**src/rtl/ysyx_25040109_ifu.sv**
```systemverilog
// Instruction fetch unit: a 5-state FSM that fetches one instruction, hands it to decode,
// then waits for the resolved next PC. Optional perf counters under YSYX_25040109_IFU_PERF_EN.
module ysyx_25040109_ifu #(
  parameter logic [31:0] RESET_PC = 32'h8000_0000
) (
  input  logic        clk,
  input  logic        rst,
  output logic        imem_req_valid,
  input  logic        imem_req_ready,
  output logic [31:0] imem_req_addr,
  input  logic        imem_resp_valid,
  input  logic [31:0] imem_resp_data,
  input  logic        imem_resp_err,
  output logic        inst_valid,
  input  logic        inst_ready,
  output logic [31:0] inst,
  output logic [31:0] inst_pc,
  input  logic        commit_valid,
  input  logic [31:0] commit_next_pc,
  output logic        fetch_fault,
  output logic [31:0] fault_pc
`ifdef YSYX_25040109_IFU_PERF_EN
  ,
  output logic [31:0] perf_fetch_cnt,
  output logic [31:0] perf_stall_cnt
`endif
);

  localparam logic [2:0] S_REQ  = 3'd0;
  localparam logic [2:0] S_RESP = 3'd1;
  localparam logic [2:0] S_OUT  = 3'd2;
  localparam logic [2:0] S_EXEC = 3'd3;
  localparam logic [2:0] S_HALT = 3'd4;

  logic [2:0]  state_reg, state_next;
  logic [31:0] pc_reg;
  logic [31:0] inst_reg;
  logic [31:0] inst_pc_reg;
  logic [31:0] fault_pc_reg;
  logic        fetch_fault_reg;

  logic resp_ok, resp_bad, commit_ok, commit_bad;

  assign resp_ok    = (state_reg == S_RESP) && imem_resp_valid && !imem_resp_err;
  assign resp_bad   = (state_reg == S_RESP) && imem_resp_valid && imem_resp_err;
  assign commit_ok  = (state_reg == S_EXEC) && commit_valid && (commit_next_pc[1:0] == 2'b00);
  assign commit_bad = (state_reg == S_EXEC) && commit_valid && (commit_next_pc[1:0] != 2'b00);

  always_comb begin
    state_next = state_reg;
    case (state_reg)
      S_REQ:   if (imem_req_ready) state_next = S_RESP;
      S_RESP:  begin
        if (resp_bad)     state_next = S_HALT;
        else if (resp_ok) state_next = S_OUT;
      end
      S_OUT:   if (inst_ready) state_next = S_EXEC;
      S_EXEC:  begin
        if (commit_bad)     state_next = S_HALT;
        else if (commit_ok) state_next = S_REQ;
      end
      S_HALT:  state_next = S_HALT;
      default: state_next = S_HALT;
    endcase
  end

  always_ff @(posedge clk or posedge rst) begin
    if (rst) begin
      state_reg       <= S_REQ;
      pc_reg          <= RESET_PC;
      inst_reg        <= 32'd0;
      inst_pc_reg     <= 32'd0;
      fault_pc_reg    <= 32'd0;
      fetch_fault_reg <= 1'b0;
    end else begin
      state_reg <= state_next;
      if (resp_ok) begin
        inst_reg    <= imem_resp_data;
        inst_pc_reg <= pc_reg;
      end
      // A faulting response never touches inst; the fault takes priority.
      if (resp_bad) begin
        fetch_fault_reg <= 1'b1;
        fault_pc_reg    <= pc_reg;
      end
      if (commit_bad) begin
        fetch_fault_reg <= 1'b1;
        fault_pc_reg    <= commit_next_pc;
      end
      if (commit_ok) pc_reg <= commit_next_pc;
    end
  end

  // Handshake valids are pure state decodes, with no input-to-output path.
  assign imem_req_valid = (state_reg == S_REQ);
  assign imem_req_addr  = pc_reg;
  assign inst_valid     = (state_reg == S_OUT);
  assign inst           = inst_reg;
  assign inst_pc        = inst_pc_reg;
  assign fetch_fault    = fetch_fault_reg;
  assign fault_pc       = fault_pc_reg;

`ifdef YSYX_25040109_IFU_PERF_EN
  logic [31:0] perf_fetch_reg, perf_stall_reg;

  always_ff @(posedge clk or posedge rst) begin
    if (rst) begin
      perf_fetch_reg <= 32'd0;
      perf_stall_reg <= 32'd0;
    end else begin
      if (resp_ok) perf_fetch_reg <= perf_fetch_reg + 32'd1;
      if (((state_reg == S_REQ) && !imem_req_ready) ||
          ((state_reg == S_RESP) && !imem_resp_valid))
        perf_stall_reg <= perf_stall_reg + 32'd1;
    end
  end

  assign perf_fetch_cnt = perf_fetch_reg;
  assign perf_stall_cnt = perf_stall_reg;
`endif

endmodule

```
**config.mk**
```make
export PLATFORM = sky130hd
export DESIGN_NAME = ysyx_25040109_ifu
export DESIGN_NICKNAME = d
export VERILOG_FILES = /design/src/rtl/ysyx_25040109_ifu.sv
export SDC_FILE = /design/constraint.sdc
export NUM_CORES = 1
export LEC_CHECK = 0
export BUFFER_PORTS_ARGS = -buffer_cell sky130_fd_sc_hd__buf_2
export CORE_UTILIZATION = 35
export CTS_CLUSTER_DIAMETER = 80
export DETAILED_ROUTE_END_ITERATION = 8
export SYNTH_ARGS = -nofsm -noshare
export SYNTH_HDL_FRONTEND = slang
export SYNTH_SLANG_ARGS = --single-unit
```
**constraint.sdc**
```tcl
create_clock -name clk -period 5.5 [get_ports clk]
set_clock_uncertainty 0.2 [all_clocks]
set_input_delay 1.1 -clock clk [delete_from_list [all_inputs] [get_ports clk]]
set_output_delay 1.1 -clock clk [all_outputs]
set_load 0.02 [all_outputs]
```
==> results of run 1 <==
## logic make-up (layout without fill, tap and decap cells)
group / Yosys count / after routing
DFF: 132 / 132
AOI/OAI and AO/OA: 97 / 97
muxes: 95 / 95
buffers and inverters: 38 / 238
and+or+nand+nor: 25 / 25
## per-layer routing
metal	up-vias	global-route usage (%)
li1	1838	-
met5	-	0
met3	19	6.575
met2	202	29.31
met4	0	6.793
met1	2018	20.98
## power groups by stage
| stage | Sequential [W] | Clock [W] | Combinational (W) |
|---|---|---|---|
| floorplan | 0.00164 | 0 | 0.000312 |
| global placement | 0.00136 | 0 | 0.000938 |
| detailed placement | 0.00137 | 0 | 0.000956 |
| CTS | 0.00136 | 0.00118 | 0.000960 |
| global route | 0.00139 | 0.00124 | 0.00102 |
| finish | 0.00136 | 0.00115 | 0.000947 |
## stage by stage
| step | std cells | hold slack (ps) | utilization, % |
|---|---|---|---|
| 6_report | 798 | 279.6 | 47.18 |
| 5_1_grt | 798 | 297.1 | 47.18 |
| 4_1_cts | 798 | 285.3 | 47.18 |
| 3_5_place_dp | 766 | 270.5 | 43.17 |
| 3_3_place_gp | 766 | 255.8 | 43.17 |
| 2_1_floorplan | 387 | 367.3 | - |
## layout by cell type (no fill, tap or decap), drive strengths merged
cell and n:
a2bb2oi 31, nor2 3, nand2 4, o21ai 30, dfstp 1, mux2 95, dfrtp 131, or3 3
clkinv 4, a211oi 2, a21oi 1, clkinvlp 5, or2 1, clkbuf 20, and2 4, o31ai 1
nor2b 2, nand2b 1, a31o 1, and4b 1, buf 205, bufinv 3, and3b 1, nor3 3
inv 1, a21o 1, nand3b 1, a32oi 30, nor3b 1
## worst register-to-register path: stages (launching register included)
cell and delay (ps):
dfrtp_1 500, and4b_2 850, nand2_1 900, a2bb2oi_1 380
## layout make-up
class	instances	area (sq um)
fill	1388	8059
clock buffer	20	456.7
sequential	132	3304
inverter	1	6.256
multi-input combinational	217	1977
clock inverter	12	155.1
tap	211	264.0
timing repair buffer	205	1036
## path summary, 6_finish.rpt
| check | start | endpoint | slack [ps] | depth (start not counted) |
|---|---|---|---|---|
| worst max-delay path | commit_valid | fault_pc[29] | 2400 | 4 |
| worst min-delay path | inst[6] | inst[6] | 280 | 1 |
| worst max register to register | state_reg[2] | fault_pc[29] | 2540 | 3 |
| worst min register to register | inst[6] | inst[6] | 280 | 1 |
| max in group asynchronous | rst | imem_req_addr[21] | 3220 | 3 |
| min in group asynchronous | rst | inst[19] | 660 | 2 |
==> flow_summary.json, run 1 <==
{
  "sw_frac_of_total_pct": 33.44,
  "ys_async_sr_fraction_pct": 100.0,
  "synth.mux.area_fraction_pct": 19.53,
  "maxSlewViolCount": 0,
  "path_clk_slew_ps": 60,
  "cts.sinks": 132,
  "crit_required_ps": 5600,
  "numCtsBuffers": 17,
  "synth_edf_count": 0,
  "slowest_stage": "nand2_1",
  "hold_path_class": "flip-flop to flip-flop",
  "clock_path_buffers": 2,
  "drtPass1Iterations": 5,
  "finalSetupViolations": 0,
  "rsz0062_at_grt": "no",
  "tightest_slew_ps": 1205,
  "portBuffers": 201,
  "crit_buf_inv": 1,
  "ctsResizeCount": 0,
  "clock_latency_ps": 420,
  "die_area_sq_um": 16150,
  "htreeDepth": 4,
  "drtIter0Drc": 163,
  "syn_inst": 387,
  "grt_pass1_vias": 4110,
  "synth_area_sq_um": 5477,
  "synth_fp_nets": 458,
  "yosysWarnings": 0,
  "netSwitchingPower_w": 0.001156,
  "maxUsedRoutingLayer": "met4",
  "cp-start-kind": "input port",
  "ant_nets": 0,
  "num-nets-final": 645,
  "setup.worst_path.class": "input port to flip-flop",
  "io_pins": 202,
  "wl_met2_mm": 6.537,
  "postCtsSetupBuffers": 0,
  "grt_antenna_before_repair": 0,
  "synth_top_cells_by_count": "dfrtp_1, mux2_2, mux2_1",
  "arrival_ps": 3200,
  "placed_area_sq_um": 6588,
  "grt_pass1_wl_mm": 21.85,
  "fin_crit_ps": 3104,
  "max_stage_delay_ps": 890,
  "via_per_inst": 5.109,
  "grt_max_degree": 77,
  "netlist.area_leader.share_pct": 59.86,
  "num_vias": 4077,
  "post-place-ws_ps": 1948,
  "yosysMostFrequentCell": "dfrtp_1",
  "synth_fa_ha_area_share_pct": 0,
  "cap_violations": 0,
  "pwr-share-seq_pct": 39.2,
  "die_w_um": 127.1,
  "hold_viol": 0,
  "start_util_pct": 35.89,
  "design_area_sq_um": 7199,
  "fmax_ghz": 0.3222,
  "drive_gt1_share_pct": 52.47,
  "critPathCaptureType": "flip-flop",
  "track_usage_pct": 17.71,
  "cpLargestDelayFamily": "simple AND/OR/NAND/NOR gates",
  "met1Wirelength_mm": 5.899,
  "yosys.area_share.simple_pct": 3.107,
  "fin_crit_sh_pct": 56.43,
  "synth.top_cells.by_area": "dfrtp_1, mux2_2, mux2_1",
  "wl_per_cell_um": 17.26,
  "ys_seq_area_share_pct": 60.34,
  "synthXorXnorAreaFrac_pct": 0,
  "p_comb_share_pct": 27.4,
  "syn_to_final_growth_pct": 31.46,
  "core_area_sq_um": 15260,
  "syn_avg_cell_area_sq_um": 14.15,
  "fin_ws_ps": 2396,
  "cts_hold_buffers": 0,
  "crit_path_cell_trace": "buf_2 -> and4b_2 -> nand2_1 -> a2bb2oi_1",
  "p_per_area_nw_per_um2": 480.2,
  "synth_top_family_by_area": "multiplexers",
  "cts-root-buf": "clkbuf_16",
  "fin_setup_tns_ps": 0,
  "rows": 45,
  "synth_top_area_cell": "dfrtp_1",
  "synth_compound_area_share_pct": 13.30,
  "slew_headroom_pct": 19.69,
  "remaining_drc_errors": 0,
  "power_w": 0.003457,
  "clockPowerShare_pct": 33.4,
  "p_leak_nw": 3.805,
  "status": "complete, no violations",
  "dp_hpwl_mm": 8.984,
  "gr-total-overflow": 0,
  "p_int_w": 0.002301,
  "ys.flop_type": "dfrtp_1",
  "dieHeight_um": 127.1,
  "yosys_register_bits": 132,
  "wl_mm": 13.78,
  "cts_tree": "yes",
  "antennaDiodeCount": 0,
  "wl_met3_mm": 1.137,
  "vdd_drop_max_mv": 0.2233,
  "routabilityCongestion": 0.6943,
  "ys_types": 30,
  "worstPathMaxFanout": 35
}
Power figures use the tool's default switching activity.
==> run 2, diff against run 1 <==
clock period = 3 ns   (was 5.5 ns; I/O delays follow)
==> flow_summary.json, run 2 (synthesis gave the netlist of run 1 again) <==
{
  "setup.worst_path.class": "flip-flop to flip-flop",
  "cts-root-buf": "clkbuf_16",
  "num-nets-final": 651,
  "wl_per_cell_um": 17.45,
  "cts_tree": "yes",
  "max_stage_delay_ps": 620,
  "remaining_drc_errors": 0,
  "p_leak_nw": 3.815,
  "drtPass1Iterations": 4,
  "status": "complete, no violations",
  "p_per_area_nw_per_um2": 856.2,
  "drtIter0Drc": 198,
  "clock_latency_ps": 410,
  "fin_crit_ps": 2259,
  "num_vias": 4068,
  "dp_hpwl_mm": 9.644,
  "syn_to_final_growth_pct": 31.94,
  "grt_antenna_before_repair": 2,
  "p_comb_share_pct": 28.2,
  "ant_nets": 0,
  "cts_hold_buffers": 0,
  "ctsResizeCount": 0,
  "io_pins": 202,
  "die_area_sq_um": 16150,
  "rows": 45,
  "netSwitchingPower_w": 0.002131,
  "die_w_um": 127.1,
  "multi_input_area_sq_um": 1977,
  "mostFrequentLayoutCells": "buf_2, dfrtp_1, mux2_2, mux2_1, a2bb2oi_1",
  "hold_viol": 0,
  "hold_path_class": "input port to async pin",
  "pwr-share-seq_pct": 40.3,
  "fin_crit_sh_pct": 75.30,
  "n_fill_cell": 1363,
  "dieHeight_um": 127.1,
  "placed_cells": 772,
  "path_clk_slew_ps": 60,
  "tightest_slew_ps": 792.1,
  "fmax_ghz": 0.4427,
  "track_usage_pct": 18.05,
  "portBuffers": 201,
  "maxSlewViolCount": 0,
  "start_util_pct": 35.89,
  "crit_top_cell": "buf_4",
  "wl_mm": 14.05,
  "cap_violations": 0,
  "layout_commonest_cell": "buf_2",
  "cp-start-kind": "flip-flop",
  "ff_latch_area_sq_um": 3304,
  "htreeDepth": 4,
  "slowest_stage": "and4b_2",
  "finalSetupViolations": 0,
  "clockPowerShare_pct": 31.6,
  "clock_path_buffers": 2,
  "crit_path_cell_trace": "and4b_2 -> buf_4 -> nand2_1 -> buf_4 -> a2bb2oi_1",
  "grt_pass1_vias": 4065,
  "via_per_inst": 5.053,
  "postCtsSetupBuffers": 0,
  "fin_setup_tns_ps": 0,
  "gr-total-overflow": 0,
  "sw_frac_of_total_pct": 34.44,
  "crit_required_ps": 3090,
  "vdd_drop_max_mv": 0.3869,
  "final_cells": 805,
  "grt_pass1_wl_mm": 22.16,
  "slew_headroom_pct": 47.08,
  "routabilityCongestion": 0.7194,
  "worstPathMaxFanout": 18,
  "rsz0062_at_grt": "no",
  "reg2reg_depth": 5,
  "p_int_w": 0.004056,
  "grt_max_degree": 133,
  "arrival_ps": 2340,
  "drive_gt1_share_pct": 52.95,
  "critPathCaptureType": "flip-flop",
  "numCtsBuffers": 17,
  "core_area_sq_um": 15260,
  "cts.sinks": 132
}
run 2: final timing paths:
check / start / to / slack, ps
hold reg to reg: fetch_fault / fetch_fault / 270
max in group asynchronous: rst / imem_req_addr[29] / 1910
setup / recovery: state_reg[2] / fault_pc[28] / 740
setup reg to reg: state_reg[2] / fault_pc[28] / 740
hold / removal: rst / inst_pc[9] / 190
min in group clk: imem_resp_data[10] / inst[10] / 200
run 2: stage by stage:
stage               hold slack [ps]  worst slack [ps]  total power (W)  instance area, sq um  util, %
floorplan                     367.3             563.6         0.003587                  5480        -
finish                        194.7             741.1         0.006187                  7226    47.36
CTS                           178.9             744.5         0.006260                  7223    47.34
detailed placement            251.7             658.6         0.004286                  6659    43.64
global placement              257.7             717.9         0.004227                  6659    43.64
global route                  189.9             630.7         0.006518                  7226    47.36
run 2: cell type report:
cell class / instances / share of cell area (%)
Antenna cell: 1 / 0.03463
Inverter: 1 / 0.1039
Timing Repair Buffer: 211 / 15.31
Clock inverter: 12 / 1.489
Sequential cell: 132 / 45.73
Multi-Input combinational cell: 217 / 27.36
Tap cell: 211 / 3.654
Clock buffer: 20 / 6.320
run 2: power by group through the flow:
stage / Clock [W] / Combinational [W] / Sequential [W]
5_1_grt: 0.00209 / 0.00188 / 0.00255
6_report: 0.00195 / 0.00174 / 0.00249
3_5_place_dp: 0 / 0.00176 / 0.00253
4_1_cts: 0.00200 / 0.00176 / 0.00250
2_1_floorplan: 0 / 0.000573 / 0.00301
3_3_place_gp: 0 / 0.00173 / 0.00250
run 2: metal layers:
metal / track usage [%] / wire length [um]
met5: 0 / 13
met4: 7.423 / 205
met3: 5.905 / 960
met2: 29.12 / 6670
met1: 22.35 / 6201
run 2: worst max-delay path, delay by kind of cell, from the launching register on:
| kind | cells | cell delay [ps] |
|---|---|---|
| and+or+nand+nor | 2 | 720 |
| buffers and inverters | 2 | 550 |
| DFF | 1 | 500 |
| AOI/OAI and AO/OA | 1 | 150 |
==> run 3, diff against run 2 <==
ABC_AREA = 1   (was default)
clock period = 2.1 ns   (was 3 ns; I/O delays follow)
==> flow_summary.json, run 3 <==
{
  "setup.worst_path.class": "flip-flop to primary output",
  "drtIter0Drc": 280,
  "routabilityCongestion": 0.7936,
  "design_area_sq_um": 7440,
  "gr-total-overflow": 0,
  "cp-start-kind": "flip-flop",
  "ys_seq_area_share_pct": 59.00,
  "yosysWarnings": 0,
  "wl_mm": 14.81,
  "synth_fp_nets": 730,
  "vdd_drop_max_mv": 0.5137,
  "cts.sinks": 132,
  "critPathCaptureType": "primary output",
  "arrival_ps": 1360,
  "syn_avg_cell_area_sq_um": 8.498,
  "crit_required_ps": 1480,
  "start_util_pct": 36.30,
  "maxSlewViolCount": 0,
  "hold_path_class": "input port to flip-flop",
  "n_fill_cell": 1542,
  "hold_viol": 0,
  "die_w_um": 128.5,
  "yosys_register_bits": 132,
  "hold_start": "commit_next_pc[8]",
  "io_pins": 202,
  "cts_tree": "yes",
  "finalSetupViolations": 0,
  "maxUsedRoutingLayer": "met4",
  "netlist.area_leader.share_pct": 58.53,
  "drive_gt1_share_pct": 29.57,
  "rows": 45,
  "htreeDepth": 4,
  "numCtsBuffers": 17,
  "path_clk_slew_ps": 50,
  "wl_met2_mm": 6.352,
  "slew_headroom_pct": 61.68,
  "yosysMostFrequentCell": "nand2_1",
  "portBuffers": 201,
  "core_area_sq_um": 15430,
  "clock_latency_ps": 410,
  "placed_area_sq_um": 6863,
  "p_leak_nw": 4.248,
  "final_cells": 1080,
  "tightest_slew_ps": 574.0,
  "drtPass1Iterations": 4,
  "wl_per_cell_um": 13.71,
  "worstPathMaxFanout": 4,
  "ys_types": 19,
  "die_area_sq_um": 16510,
  "synth_top_area_cell": "dfrtp_1",
  "placed_cells": 1047,
  "synth_edf_count": 0,
  "grt_pass1_wl_mm": 23.60,
  "cap_violations": 0,
  "syn_inst": 659,
  "rsz0062_at_grt": "no",
  "dp_hpwl_mm": 10.21,
  "num-nets-final": 927,
  "final_core_util_pct": 48.22,
  "clock_path_buffers": 2,
  "fin_crit_sh_pct": 94.07,
  "rr_startpoint": "state_reg[2]",
  "synth_area_sq_um": 5600,
  "p_per_area_nw_per_um2": 743.6,
  "fmax_ghz": 0.5062,
  "status": "complete, no violations",
  "layout_commonest_cell": "nand2_1",
  "mostFrequentLayoutCells": "nand2_1, buf_2, dfrtp_1, inv_1, o21ai_1",
  "cp-startpoint": "state_reg[2]",
  "met1Wirelength_mm": 7.072,
  "fin_crit_ps": 1975,
  "wl_met3_mm": 1.188,
  "synth.top_cells.by_area": "dfrtp_1, nand2_1, o21ai_1",
  "antennaDiodeCount": 0,
  "via_per_inst": 4.498,
  "ys.flop_type": "dfrtp_1",
  "fin_setup_tns_ps": 0,
  "grt_antenna_before_repair": 0,
  "remaining_drc_errors": 0,
  "track_usage_pct": 18.73,
  "num_vias": 4858,
  "grt_pass1_vias": 4518,
  "ant_nets": 0,
  "dieHeight_um": 128.5,
  "syn_to_final_growth_pct": 32.84,
  "ys_async_sr_fraction_pct": 100.0,
  "cts-root-buf": "clkbuf_16",
  "synth_top_cells_by_count": "nand2_1, dfrtp_1, inv_1",
  "grt_max_degree": 129
}
==> run 3: changes by cell type after synthesis, sizes merged, moves of 3 or more <==
cell,delta
a32oi,-30
o21ai,+64
and2,-4
nor2,+3
or3,-3
clkbuf,-10
nand4,+32
inv,+105
nand2,+207
a2bb2oi,-31
nand3,+34
buf,+12
mux2,-95
==> run 3: layout make-up <==
class / count / area [sq um] / share of cell area, %
Sequential cell: 132 / 3304 / 44.42
Multi-Input combinational cell: 382 / 1714 / 23.04
Inverter: 106 / 401.6 / 5.399
Clock inverter: 10 / 80.08 / 1.076
Clock buffer: 22 / 484.2 / 6.509
Tap cell: 211 / 264.0 / 3.549
Timing Repair Buffer: 217 / 1191 / 16.01
==> run 3: through the flow <==
step                setup slack, ps  total power [W]  hold WS [ps]
finish                        124.6         0.005532         31.78
global route                  49.91         0.005761         28.35
CTS                           42.64         0.005632         12.91
detailed placement            254.5         0.002786         259.2
global placement              289.5         0.002787         250.4
floorplan                    -156.4         0.002669         334.5
==> run 3: report_power, final <==
group / total, W / internal, W / switching, W
Combinational: 0.000192 / 0.0000713 / 0.000121
Clock: 0.00280 / 0.00174 / 0.00106
Sequential: 0.00255 / 0.00255 / 0
==> run 3: routing by layer <==
metal / up-vias / global-route usage, %
met5: - / 0
met4: 0 / 6.505
met3: 16 / 5.904
met2: 174 / 27.89
met1: 2202 / 25.72
li1: 2466 / -
==> run 3: timing repair <==
item | CTS | global route
resized for setup | 0 | 1
setup buffers | 0 | 0
hold buffers | 1 | 0
hold endpoints to repair | 131 | 0
endpoints found under the setup margin | 0 | 1
==> run 3: critical path, cell delays in order (launching register included) <==
cell,delay (ps)
dfrtp_1,440
inv_1,130
nand3_1,140
inv_1,80
buf_2,170
==> run 3: path summary, 6_finish.rpt <==
check                      slack, ps           endpoint  cells after the start
setup / recovery                 120         inst_valid                      4
hold / removal                    30   imem_req_addr[8]                      3
setup reg to reg                 390        inst_pc[21]                      5
hold reg to reg                  260        fetch_fault                      1
max in group asynchronous        870  imem_req_addr[31]                      4
min in group asynchronous        500       state_reg[0]                      4
==> run 3: logic make-up after synthesis <==
group	Yosys count	synth area share (%)
AO/OA/AOI/OAI	94	8.400
buffers and inverters	145	10.43
flip-flops	132	59.00
AND/OR/NAND/NOR	288	22.16
